--- src/rtl/qea_pkg.sv ---
// Shared types and constants for the QEA host-side job sequencer.
// Covers the FSM encoding, bus widths, the |0...0> amplitude and the row-count helper.
package qea_pkg;

    localparam int unsigned PE_NUM                  = 4;
    localparam int unsigned STATE_DATA_WIDTH        = 64;
    localparam int unsigned STATE_ADDR_WIDTH        = 16;
    localparam int unsigned GATE_CONTEXT_DATA_WIDTH = 64;
    localparam int unsigned GATE_CONTEXT_ADDR_WIDTH = 16;
    localparam int unsigned MAX_QBIT_WIDTH          = 6;
    localparam int unsigned CYC_WIDTH               = 32;

    localparam int unsigned ROW_WIDTH     = PE_NUM * STATE_DATA_WIDTH;
    // One extra bit so a full 2^STATE_ADDR_WIDTH row count is representable
    localparam int unsigned ROW_CNT_WIDTH = STATE_ADDR_WIDTH + 1;

    localparam logic [31:0] ONE_Q2_30 = 32'h4000_0000;
    localparam logic [ROW_WIDTH-1:0] INIT_ROW0 = {ONE_Q2_30, {(ROW_WIDTH - 32){1'b0}}};

    localparam logic [MAX_QBIT_WIDTH-1:0] QBIT_MIN = MAX_QBIT_WIDTH'(2);
    localparam logic [MAX_QBIT_WIDTH-1:0] QBIT_MAX = MAX_QBIT_WIDTH'(STATE_ADDR_WIDTH + 2);

    typedef enum logic [2:0] {
        S_IDLE,
        S_CHECK,
        S_LOAD_CTX,
        S_INIT_STATE,
        S_START,
        S_RUN,
        S_READ,
        S_DONE
    } job_state_e;

    // Number of state RAM rows holding 2^n amplitudes, PE_NUM per row
    function automatic logic [ROW_CNT_WIDTH-1:0] rows_for_qbits(input logic [MAX_QBIT_WIDTH-1:0] n);
        return ROW_CNT_WIDTH'(1) << (n - MAX_QBIT_WIDTH'(2));
    endfunction

endpackage

--- src/rtl/qea_job_ctrl_if.sv ---
// Host-facing bundle of qea_job_ctrl: job request, context stream, state readout and status.
interface qea_job_ctrl_if;
    import qea_pkg::*;

    logic                               i_job_start;
    logic [MAX_QBIT_WIDTH-1:0]          i_qbit_num;
    logic [GATE_CONTEXT_ADDR_WIDTH-1:0] i_ins_num;
    logic                               i_ctx_valid;
    logic                               o_ctx_ready;
    logic [GATE_CONTEXT_DATA_WIDTH-1:0] i_ctx_data;
    logic                               o_out_valid;
    logic                               i_out_ready;
    logic [ROW_WIDTH-1:0]               o_out_data;
    logic                               o_busy;
    logic                               o_done;
    logic                               o_err;
    logic [CYC_WIDTH-1:0]               o_cycles;

    modport master (
        output i_job_start, i_qbit_num, i_ins_num, i_ctx_valid, i_ctx_data, i_out_ready,
        input  o_ctx_ready, o_out_valid, o_out_data, o_busy, o_done, o_err, o_cycles
    );

    modport slave (
        input  i_job_start, i_qbit_num, i_ins_num, i_ctx_valid, i_ctx_data, i_out_ready,
        output o_ctx_ready, o_out_valid, o_out_data, o_busy, o_done, o_err, o_cycles
    );

endinterface

--- src/rtl/qea_out_skid.sv ---
// Two-entry valid/ready FIFO with a registered head; the producer must never push when full.
module qea_out_skid
    import qea_pkg::*;
#(
    parameter int unsigned WIDTH = ROW_WIDTH
) (
    input  logic             clk,
    input  logic             rst,
    input  logic             in_valid,
    input  logic [WIDTH-1:0] in_data,
    output logic             out_valid,
    input  logic             out_ready,
    output logic [WIDTH-1:0] out_data,
    output logic [1:0]       count_c
);

    logic             tail_valid;
    logic [WIDTH-1:0] tail_data;
    logic             pop_c;

    assign pop_c   = out_valid & out_ready;
    assign count_c = 2'(out_valid) + 2'(tail_valid);

    // Head register feeds the port directly, so data holds while stalled
    always_ff @(posedge clk or posedge rst) begin
        if (rst) begin
            out_valid  <= 1'b0;
            out_data   <= '0;
            tail_valid <= 1'b0;
            tail_data  <= '0;
        end else if (pop_c) begin
            if (tail_valid) begin
                out_data   <= tail_data;
                tail_valid <= in_valid;
                if (in_valid) tail_data <= in_data;
            end else begin
                out_valid <= in_valid;
                if (in_valid) out_data <= in_data;
            end
        end else if (in_valid) begin
            if (!out_valid) begin
                out_valid <= 1'b1;
                out_data  <= in_data;
            end else begin
                tail_valid <= 1'b1;
                tail_data  <= in_data;
            end
        end
    end

endmodule

--- src/rtl/qea_job_ctrl.sv ---
// Job sequencer in front of the QEA core: loads context, seeds |0...0>, starts and times the
// core, then streams the final state vector back to the host.
module qea_job_ctrl
    import qea_pkg::*;
(
    input  logic                               clk,
    input  logic                               rst,
    qea_job_ctrl_if.slave                      host,
    output logic                               o_qea_start,
    output logic [MAX_QBIT_WIDTH-1:0]          o_qea_qbit_num,
    output logic                               o_ctx_en,
    output logic                               o_ctx_wea,
    output logic [GATE_CONTEXT_ADDR_WIDTH-1:0] o_ctx_addr,
    output logic [GATE_CONTEXT_DATA_WIDTH-1:0] o_ctx_data,
    output logic                               o_state_ena,
    output logic                               o_state_wea,
    output logic [STATE_ADDR_WIDTH-1:0]        o_state_addra,
    output logic [ROW_WIDTH-1:0]               o_state_dina,
    input  logic                               i_qea_complete,
    input  logic [ROW_WIDTH-1:0]               i_qea_state_dout
);

    job_state_e                         state;
    logic [GATE_CONTEXT_ADDR_WIDTH-1:0] ins_q;
    logic [GATE_CONTEXT_ADDR_WIDTH-1:0] ctx_cnt;
    logic [ROW_CNT_WIDTH-1:0]           rows_q;
    logic [ROW_CNT_WIDTH-1:0]           row_cnt;
    logic [ROW_CNT_WIDTH-1:0]           pop_cnt;
    logic [CYC_WIDTH-1:0]               cyc_cnt;
    logic [CYC_WIDTH-1:0]               cycles_q;
    logic                               busy_q;
    logic                               done_q;
    logic                               err_q;
    logic                               ctx_ready_q;
    logic                               rd_pend1;
    logic                               rd_pend2;

    logic                               skid_valid;
    logic [ROW_WIDTH-1:0]               skid_data;
    logic [1:0]                         skid_count_c;
    logic                               out_pop_c;
    logic                               ctx_acc_c;
    logic                               qbit_bad_c;
    logic [2:0]                         pending_c;
    logic                               rd_issue_c;

    assign host.o_ctx_ready = ctx_ready_q;
    assign host.o_out_valid = skid_valid;
    assign host.o_out_data  = skid_data;
    assign host.o_busy      = busy_q;
    assign host.o_done      = done_q;
    assign host.o_err       = err_q;
    assign host.o_cycles    = cycles_q;

    assign out_pop_c  = skid_valid & host.i_out_ready;
    assign ctx_acc_c  = ctx_ready_q & host.i_ctx_valid;
    assign qbit_bad_c = (o_qea_qbit_num < QBIT_MIN) || (o_qea_qbit_num > QBIT_MAX);

    // Rows that will occupy the skid once everything already requested has landed
    assign pending_c  = 3'(skid_count_c) + 3'(rd_pend1) + 3'(rd_pend2) - 3'(out_pop_c);
    assign rd_issue_c = (state == S_READ) && (row_cnt < rows_q) && (pending_c < 3'd2);

    qea_out_skid #(.WIDTH(ROW_WIDTH)) u_skid (
        .clk       (clk),
        .rst       (rst),
        .in_valid  (rd_pend2),
        .in_data   (i_qea_state_dout),
        .out_valid (skid_valid),
        .out_ready (host.i_out_ready),
        .out_data  (skid_data),
        .count_c   (skid_count_c)
    );

    always_ff @(posedge clk or posedge rst) begin
        if (rst) begin
            state          <= S_IDLE;
            ins_q          <= '0;
            ctx_cnt        <= '0;
            rows_q         <= '0;
            row_cnt        <= '0;
            pop_cnt        <= '0;
            cyc_cnt        <= '0;
            cycles_q       <= '0;
            busy_q         <= 1'b0;
            done_q         <= 1'b0;
            err_q          <= 1'b0;
            ctx_ready_q    <= 1'b0;
            rd_pend1       <= 1'b0;
            rd_pend2       <= 1'b0;
            o_qea_start    <= 1'b0;
            o_qea_qbit_num <= '0;
            o_ctx_en       <= 1'b0;
            o_ctx_wea      <= 1'b0;
            o_ctx_addr     <= '0;
            o_ctx_data     <= '0;
            o_state_ena    <= 1'b0;
            o_state_wea    <= 1'b0;
            o_state_addra  <= '0;
            o_state_dina   <= '0;
        end else begin
            o_ctx_en    <= 1'b0;
            o_ctx_wea   <= 1'b0;
            o_state_ena <= 1'b0;
            o_state_wea <= 1'b0;
            o_qea_start <= 1'b0;
            done_q      <= 1'b0;
            err_q       <= 1'b0;
            // Read data appears on i_qea_state_dout the cycle after the address is driven
            rd_pend1    <= rd_issue_c;
            rd_pend2    <= rd_pend1;

            case (state)
                S_IDLE: begin
                    if (host.i_job_start) begin
                        o_qea_qbit_num <= host.i_qbit_num;
                        ins_q          <= host.i_ins_num;
                        busy_q         <= 1'b1;
                        state          <= S_CHECK;
                    end
                end
                S_CHECK: begin
                    rows_q  <= rows_for_qbits(o_qea_qbit_num);
                    ctx_cnt <= '0;
                    row_cnt <= '0;
                    if (qbit_bad_c) begin
                        done_q <= 1'b1;
                        err_q  <= 1'b1;
                        state  <= S_DONE;
                    end else if (ins_q == '0) begin
                        state <= S_INIT_STATE;
                    end else begin
                        ctx_ready_q <= 1'b1;
                        state       <= S_LOAD_CTX;
                    end
                end
                S_LOAD_CTX: begin
                    if (ctx_acc_c) begin
                        o_ctx_en   <= 1'b1;
                        o_ctx_wea  <= 1'b1;
                        o_ctx_addr <= ctx_cnt;
                        o_ctx_data <= host.i_ctx_data;
                        ctx_cnt    <= ctx_cnt + GATE_CONTEXT_ADDR_WIDTH'(1);
                        if (ctx_cnt == ins_q - GATE_CONTEXT_ADDR_WIDTH'(1)) begin
                            ctx_ready_q <= 1'b0;
                            state       <= S_INIT_STATE;
                        end
                    end
                end
                S_INIT_STATE: begin
                    o_state_ena   <= 1'b1;
                    o_state_wea   <= 1'b1;
                    o_state_addra <= STATE_ADDR_WIDTH'(row_cnt);
                    o_state_dina  <= (row_cnt == '0) ? INIT_ROW0 : '0;
                    row_cnt       <= row_cnt + ROW_CNT_WIDTH'(1);
                    if (row_cnt == rows_q - ROW_CNT_WIDTH'(1)) begin
                        o_qea_start <= 1'b1;
                        state       <= S_START;
                    end
                end
                S_START: begin
                    cyc_cnt <= CYC_WIDTH'(1);
                    row_cnt <= '0;
                    pop_cnt <= '0;
                    state   <= S_RUN;
                end
                S_RUN: begin
                    // A stale complete level from the previous job is masked for two cycles
                    if ((cyc_cnt >= CYC_WIDTH'(3)) && i_qea_complete) begin
                        cycles_q <= cyc_cnt;
                        state    <= S_READ;
                    end else if (cyc_cnt != '1) begin
                        cyc_cnt <= cyc_cnt + CYC_WIDTH'(1);
                    end
                end
                S_READ: begin
                    if (rd_issue_c) begin
                        o_state_ena   <= 1'b1;
                        o_state_addra <= STATE_ADDR_WIDTH'(row_cnt);
                        row_cnt       <= row_cnt + ROW_CNT_WIDTH'(1);
                    end
                    if (out_pop_c) begin
                        pop_cnt <= pop_cnt + ROW_CNT_WIDTH'(1);
                        if (pop_cnt == rows_q - ROW_CNT_WIDTH'(1)) begin
                            done_q <= 1'b1;
                            state  <= S_DONE;
                        end
                    end
                end
                S_DONE: begin
                    busy_q <= 1'b0;
                    state  <= S_IDLE;
                end
                default: state <= S_IDLE;
            endcase
        end
    end

endmodule

--- src/flat_wrapper.sv ---
// flat-port wrapper written by rule: the top's interface ports become plain ports
module qea_job_ctrl_flat import qea_pkg::*;
  (clk, rst, o_qea_start, o_qea_qbit_num, o_ctx_en, o_ctx_wea, o_ctx_addr, o_ctx_data, o_state_ena, o_state_wea, o_state_addra, o_state_dina, i_qea_complete, i_qea_state_dout, host_i_job_start, host_i_qbit_num, host_i_ins_num, host_i_ctx_valid, host_i_ctx_data, host_i_out_ready, host_o_ctx_ready, host_o_out_valid, host_o_out_data, host_o_busy, host_o_done, host_o_err, host_o_cycles);
  qea_job_ctrl_if host_i ();
  input  logic clk;
  input  logic rst;
  output logic o_qea_start;
  output logic [MAX_QBIT_WIDTH-1:0] o_qea_qbit_num;
  output logic o_ctx_en;
  output logic o_ctx_wea;
  output logic [GATE_CONTEXT_ADDR_WIDTH-1:0] o_ctx_addr;
  output logic [GATE_CONTEXT_DATA_WIDTH-1:0] o_ctx_data;
  output logic o_state_ena;
  output logic o_state_wea;
  output logic [STATE_ADDR_WIDTH-1:0] o_state_addra;
  output logic [ROW_WIDTH-1:0] o_state_dina;
  input  logic i_qea_complete;
  input  logic [ROW_WIDTH-1:0] i_qea_state_dout;
  input wire logic [$bits(host_i.i_job_start)-1:0] host_i_job_start;
  input wire logic [$bits(host_i.i_qbit_num)-1:0] host_i_qbit_num;
  input wire logic [$bits(host_i.i_ins_num)-1:0] host_i_ins_num;
  input wire logic [$bits(host_i.i_ctx_valid)-1:0] host_i_ctx_valid;
  input wire logic [$bits(host_i.i_ctx_data)-1:0] host_i_ctx_data;
  input wire logic [$bits(host_i.i_out_ready)-1:0] host_i_out_ready;
  output wire logic [$bits(host_i.o_ctx_ready)-1:0] host_o_ctx_ready;
  output wire logic [$bits(host_i.o_out_valid)-1:0] host_o_out_valid;
  output wire logic [$bits(host_i.o_out_data)-1:0] host_o_out_data;
  output wire logic [$bits(host_i.o_busy)-1:0] host_o_busy;
  output wire logic [$bits(host_i.o_done)-1:0] host_o_done;
  output wire logic [$bits(host_i.o_err)-1:0] host_o_err;
  output wire logic [$bits(host_i.o_cycles)-1:0] host_o_cycles;
  assign host_i.i_job_start = host_i_job_start;
  assign host_i.i_qbit_num = host_i_qbit_num;
  assign host_i.i_ins_num = host_i_ins_num;
  assign host_i.i_ctx_valid = host_i_ctx_valid;
  assign host_i.i_ctx_data = host_i_ctx_data;
  assign host_i.i_out_ready = host_i_out_ready;
  assign host_o_ctx_ready = host_i.o_ctx_ready;
  assign host_o_out_valid = host_i.o_out_valid;
  assign host_o_out_data = host_i.o_out_data;
  assign host_o_busy = host_i.o_busy;
  assign host_o_done = host_i.o_done;
  assign host_o_err = host_i.o_err;
  assign host_o_cycles = host_i.o_cycles;
  qea_job_ctrl u_core (.clk(clk), .rst(rst), .host(host_i), .o_qea_start(o_qea_start), .o_qea_qbit_num(o_qea_qbit_num), .o_ctx_en(o_ctx_en), .o_ctx_wea(o_ctx_wea), .o_ctx_addr(o_ctx_addr), .o_ctx_data(o_ctx_data), .o_state_ena(o_state_ena), .o_state_wea(o_state_wea), .o_state_addra(o_state_addra), .o_state_dina(o_state_dina), .i_qea_complete(i_qea_complete), .i_qea_state_dout(i_qea_state_dout));
endmodule
--- config.mk ---
export PLATFORM = sky130hd
export DESIGN_NAME = qea_job_ctrl_flat
export DESIGN_NICKNAME = d
export VERILOG_FILES = /design/src/rtl/qea_pkg.sv /design/src/rtl/qea_job_ctrl_if.sv /design/src/rtl/qea_out_skid.sv /design/src/rtl/qea_job_ctrl.sv /design/src/flat_wrapper.sv
export SDC_FILE = /design/constraint.sdc
export NUM_CORES = 2
export LEC_CHECK = 0
export BUFFER_PORTS_ARGS = -buffer_cell sky130_fd_sc_hd__buf_2
export CORE_AREA = 2 2 392 394
export CTS_BUF_LIST = sky130_fd_sc_hd__clkbuf_2 sky130_fd_sc_hd__clkbuf_4 sky130_fd_sc_hd__clkbuf_8
export DETAILED_ROUTE_END_ITERATION = 10
export DIE_AREA = 0 0 394 396
export GPL_TIMING_DRIVEN = 0
export PLACE_DENSITY = 0.54
export SYNTH_ARGS = -nofsm -noshare
export SYNTH_HDL_FRONTEND = slang
export SYNTH_SLANG_ARGS = --single-unit
--- constraint.sdc ---
create_clock -name clk -period 31.9 [get_ports clk]
set_clock_uncertainty 0.2 [all_clocks]
set_input_delay 6.38 -clock clk [delete_from_list [all_inputs] [get_ports clk]]
set_output_delay 6.38 -clock clk [all_outputs]
set_load 0.03 [all_outputs]
==> impl_metrics.env <==
export IMPL_io_pin_count=1004
export IMPL_p_int_mw=2.332
export IMPL_dp_cells=6366
export IMPL_hold_viol=0
export IMPL_layout_min_cycle_time_ns=9.905
export IMPL_firstDrtPassIters=5
export IMPL_setup_tns_final_ns=0
export IMPL_port_buffer_count=748
export IMPL_ant_nets=0
export IMPL_grt_usage_pct=15.95
export IMPL_powerDensity_nw_per_um2=86.81
export IMPL_cts_resized=0
export IMPL_cts_tree="built"
export IMPL_yosys_warnings=0
export IMPL_die_w_um=394
export IMPL_path_clk_slew_ns=0.06
export IMPL_core_area_um2=151500
export IMPL_synth_edf_count=0
export IMPL_drt_iter0_drc=1600
export IMPL_gr_total_overflow=0
export IMPL_grt_pass1_wl_mm=186.4
export IMPL_synthCells=3324
export IMPL_ys_types=72
export IMPL_cts_path_max_buffers=3
export IMPL_finalWirelength_mm=127.3
export IMPL_initial_utilization_pct=23.95
export IMPL_arrival_ns=10.46
export IMPL_h_tree_depth=4
export IMPL_instances_no_fill=6630
export IMPL_power_frac_comb_pct=39.3
export IMPL_cp_max_fo=10
export IMPL_async_reset_ff_share_pct=100.0
export IMPL_hpwlAfterDp_mm=98.73
export IMPL_synth_yosys_seq_area_share_pct=53.58
export IMPL_cp_start_kind="input port"
export IMPL_cts_setup_buffers=0
export IMPL_period_share_pct=31.05
export IMPL_cts_hold_buf=0
export IMPL_max_cap_viol_count=0
export IMPL_criticalPathCategory="input port to register"
export IMPL_grt_pass1_vias=28080
export IMPL_syn_area_um2=36290
export IMPL_worst_slack_ns=22.00
export IMPL_avgSynthCellArea_um2=10.92
export IMPL_syn_to_final_growth_pct=29.68
export IMPL_run_status="finished clean"
export IMPL_p_switching_mw=1.754
export IMPL_synth_common_cells="dfrtp_1, nand2_1, mux2_2"
export IMPL_required_ns=32.46
export IMPL_grt_max_degree=123
export IMPL_tightest_slew_ns=1.209
export IMPL_ys_top_cells_by_area="dfrtp_1, mux2_2, mux2i_1"
export IMPL_drv_slew=0
export IMPL_power_total_mw=4.086
export IMPL_ir_worst_vdd_mv=0.04863
export IMPL_cts_made_buffers=148
export IMPL_fin_nets=4867
export IMPL_dp_slack_ns=20.98
export IMPL_slew_headroom_pct=19.42
export IMPL_p_leak_nw=25.97
export IMPL_cp_end_kind="register"
export IMPL_swShare_pct=42.93
export IMPL_globalplace_congestion=0.8780
export IMPL_nFillCells=15800
export IMPL_synth_top_area_share_pct=53.58
export IMPL_rsz0062_at_grt="no"
export IMPL_num_vias=28260
export IMPL_p_seq_share_pct=34.3
export IMPL_pwr_share_clk_pct=26.4
export IMPL_hold_ws_ns=0.1757
export IMPL_drive_gt1_share_pct=35.28
export IMPL_routed_via_density=4.263
export IMPL_holdCritPathClass="register to register"
export IMPL_wire_per_inst_um=19.20
export IMPL_yosysMostFrequentCell="dfrtp_1"
export IMPL_clkSinkCount=777
export IMPL_ys_ff_latch=777
export IMPL_cts_root_buf="clkbuf_8"
export IMPL_synthFlopType="dfrtp_1"
export IMPL_yosysTopAreaCell="dfrtp_1"
export IMPL_rows=143
export IMPL_drc=0
export IMPL_die_area_um2=156000
export IMPL_setup_viol=0
export IMPL_die_y_um=396
export IMPL_clock_latency_ns=0.89
export IMPL_fmax_mhz=101.0
export IMPL_antenna_found_initial=62
through the flow:
step | utilization [%] | instance area (µm²)
5_1_grt | 31.04 | 47050
6_report | 31.06 | 47070
3_3_place_gp | 28.72 | 43530
4_1_cts | 31.03 | 47030
2_1_floorplan | - | 37250
3_5_place_dp | 28.90 | 43800
worst max-delay path, cell delays in order:
cell and delay (ns):
buf_2 0.10, inv_1 0.08, a21o_1 0.11, clkbuf_2 0.54, clkbuf_1 0.67, clkbuf_1 0.89
clkbuf_1 0.77, clkbuf_1 0.66, nand2_1 0.10, o21ai_0 0.10
path summary, 6_finish.rpt:
path / from / end / slack [ns] / cells past startpoint
worst min register to register: u_core.rd_pend1 / u_core.rd_pend2 / 0.18 / 0
worst max-delay path: host_i_out_ready / u_core.u_skid.out_data[144] / 22.00 / 10
max in group asynchronous: rst / u_core.u_skid.out_data[208] / 24.07 / 5
worst max register to register: u_core.u_skid.out_valid / u_core.u_skid.out_data[144] / 27.14 / 9
worst min-delay path: u_core.rd_pend1 / u_core.rd_pend2 / 0.18 / 0
min in group asynchronous: rst / u_core.o_ctx_data[46] / 5.38 / 2
sequential cells by signal (all words and copies together) (netlist names), 3 cells and up:
name	cells
u_core.pop_cnt	17
u_core.host.o_cycles	32
u_core.ins_q	16
u_core.o_ctx_data	64
u_core.rows_q	17
u_core.ctx_cnt	16
u_core.row_cnt	17
u_core.u_skid.tail_data	256
u_core.cyc_cnt	32
u_core.o_qea_qbit_num	6
u_core.o_ctx_addr	16
u_core.u_skid.out_data	256
u_core.state	3
u_core.o_state_addra	16
cell families after synthesis:
group	share of synthesized area (%)
AOI/OAI and AO/OA	6.706
xor gates and xnor gates	2.548
adders and majority gates	1.179
buffers and inverters	7.823
DFF	53.58
muxes	17.25
other	0.01033
and+or+nand+nor	10.91
layout make-up:
type                       count  area (µm²)  share of cell area [%]
clock buffer                 219        2776                   5.899
inverter                      54       210.2                  0.4466
antenna                       14       35.03                 0.07444
multi-input combinational   2309       14960                   31.79
sequential                   777       19440                   41.31
timing repair buffer         758        4004                   8.507
tap                         2030        2540                   5.397
buffer                       438        2643                   5.615
clock inverter                31       450.4                  0.9570
cell usage in the layout (no fill, tap or decap), types with 8 or more instances in the layout:
cell type,instances
a21oi_1,43
buf_2,752
nand2b_1,9
clkbuf_1,159
clkbuf_4,38
nand4_1,32
nor4_1,20
o21ai_0,322
nand3_1,31
buf_4,257
a31oi_1,8
o22ai_1,8
xor2_1,46
dfrtp_1,777
mux2i_1,261
buf_1,10
or3_1,31
xnor2_1,57
conb_1,255
nor2_1,103
buf_16,8
diode_2,14
inv_1,53
nor3_1,16
mux2_2,323
ha_1,31
nand2_1,578
clkbuf_8,181
and3_1,18
clkinv_2,9
power by group through the flow:
stage          Clock (mW)  Sequential, mW  Combinational, mW
2_1_floorplan           0            1.79              0.680
3_3_place_gp            0            1.42               1.60
3_5_place_dp            0            1.42               1.62
4_1_cts              1.12            1.40               1.62
5_1_grt              1.17            1.44               1.74
6_report             1.08            1.40               1.60
metal layers:
| layer | GRT usage (%) | share of wire [%] | vias to the layer above |
|---|---|---|---|
| li1 | - | - | 13230 |
| met1 | 18.33 | 38 | 13680 |
| met2 | 25.83 | 47 | 992 |
| met3 | 6.214 | 9.6 | 290 |
| met4 | 7.902 | 4.5 | 74 |
| met5 | 0 | 0.38 | - |
(Power assumes the default switching activity.)
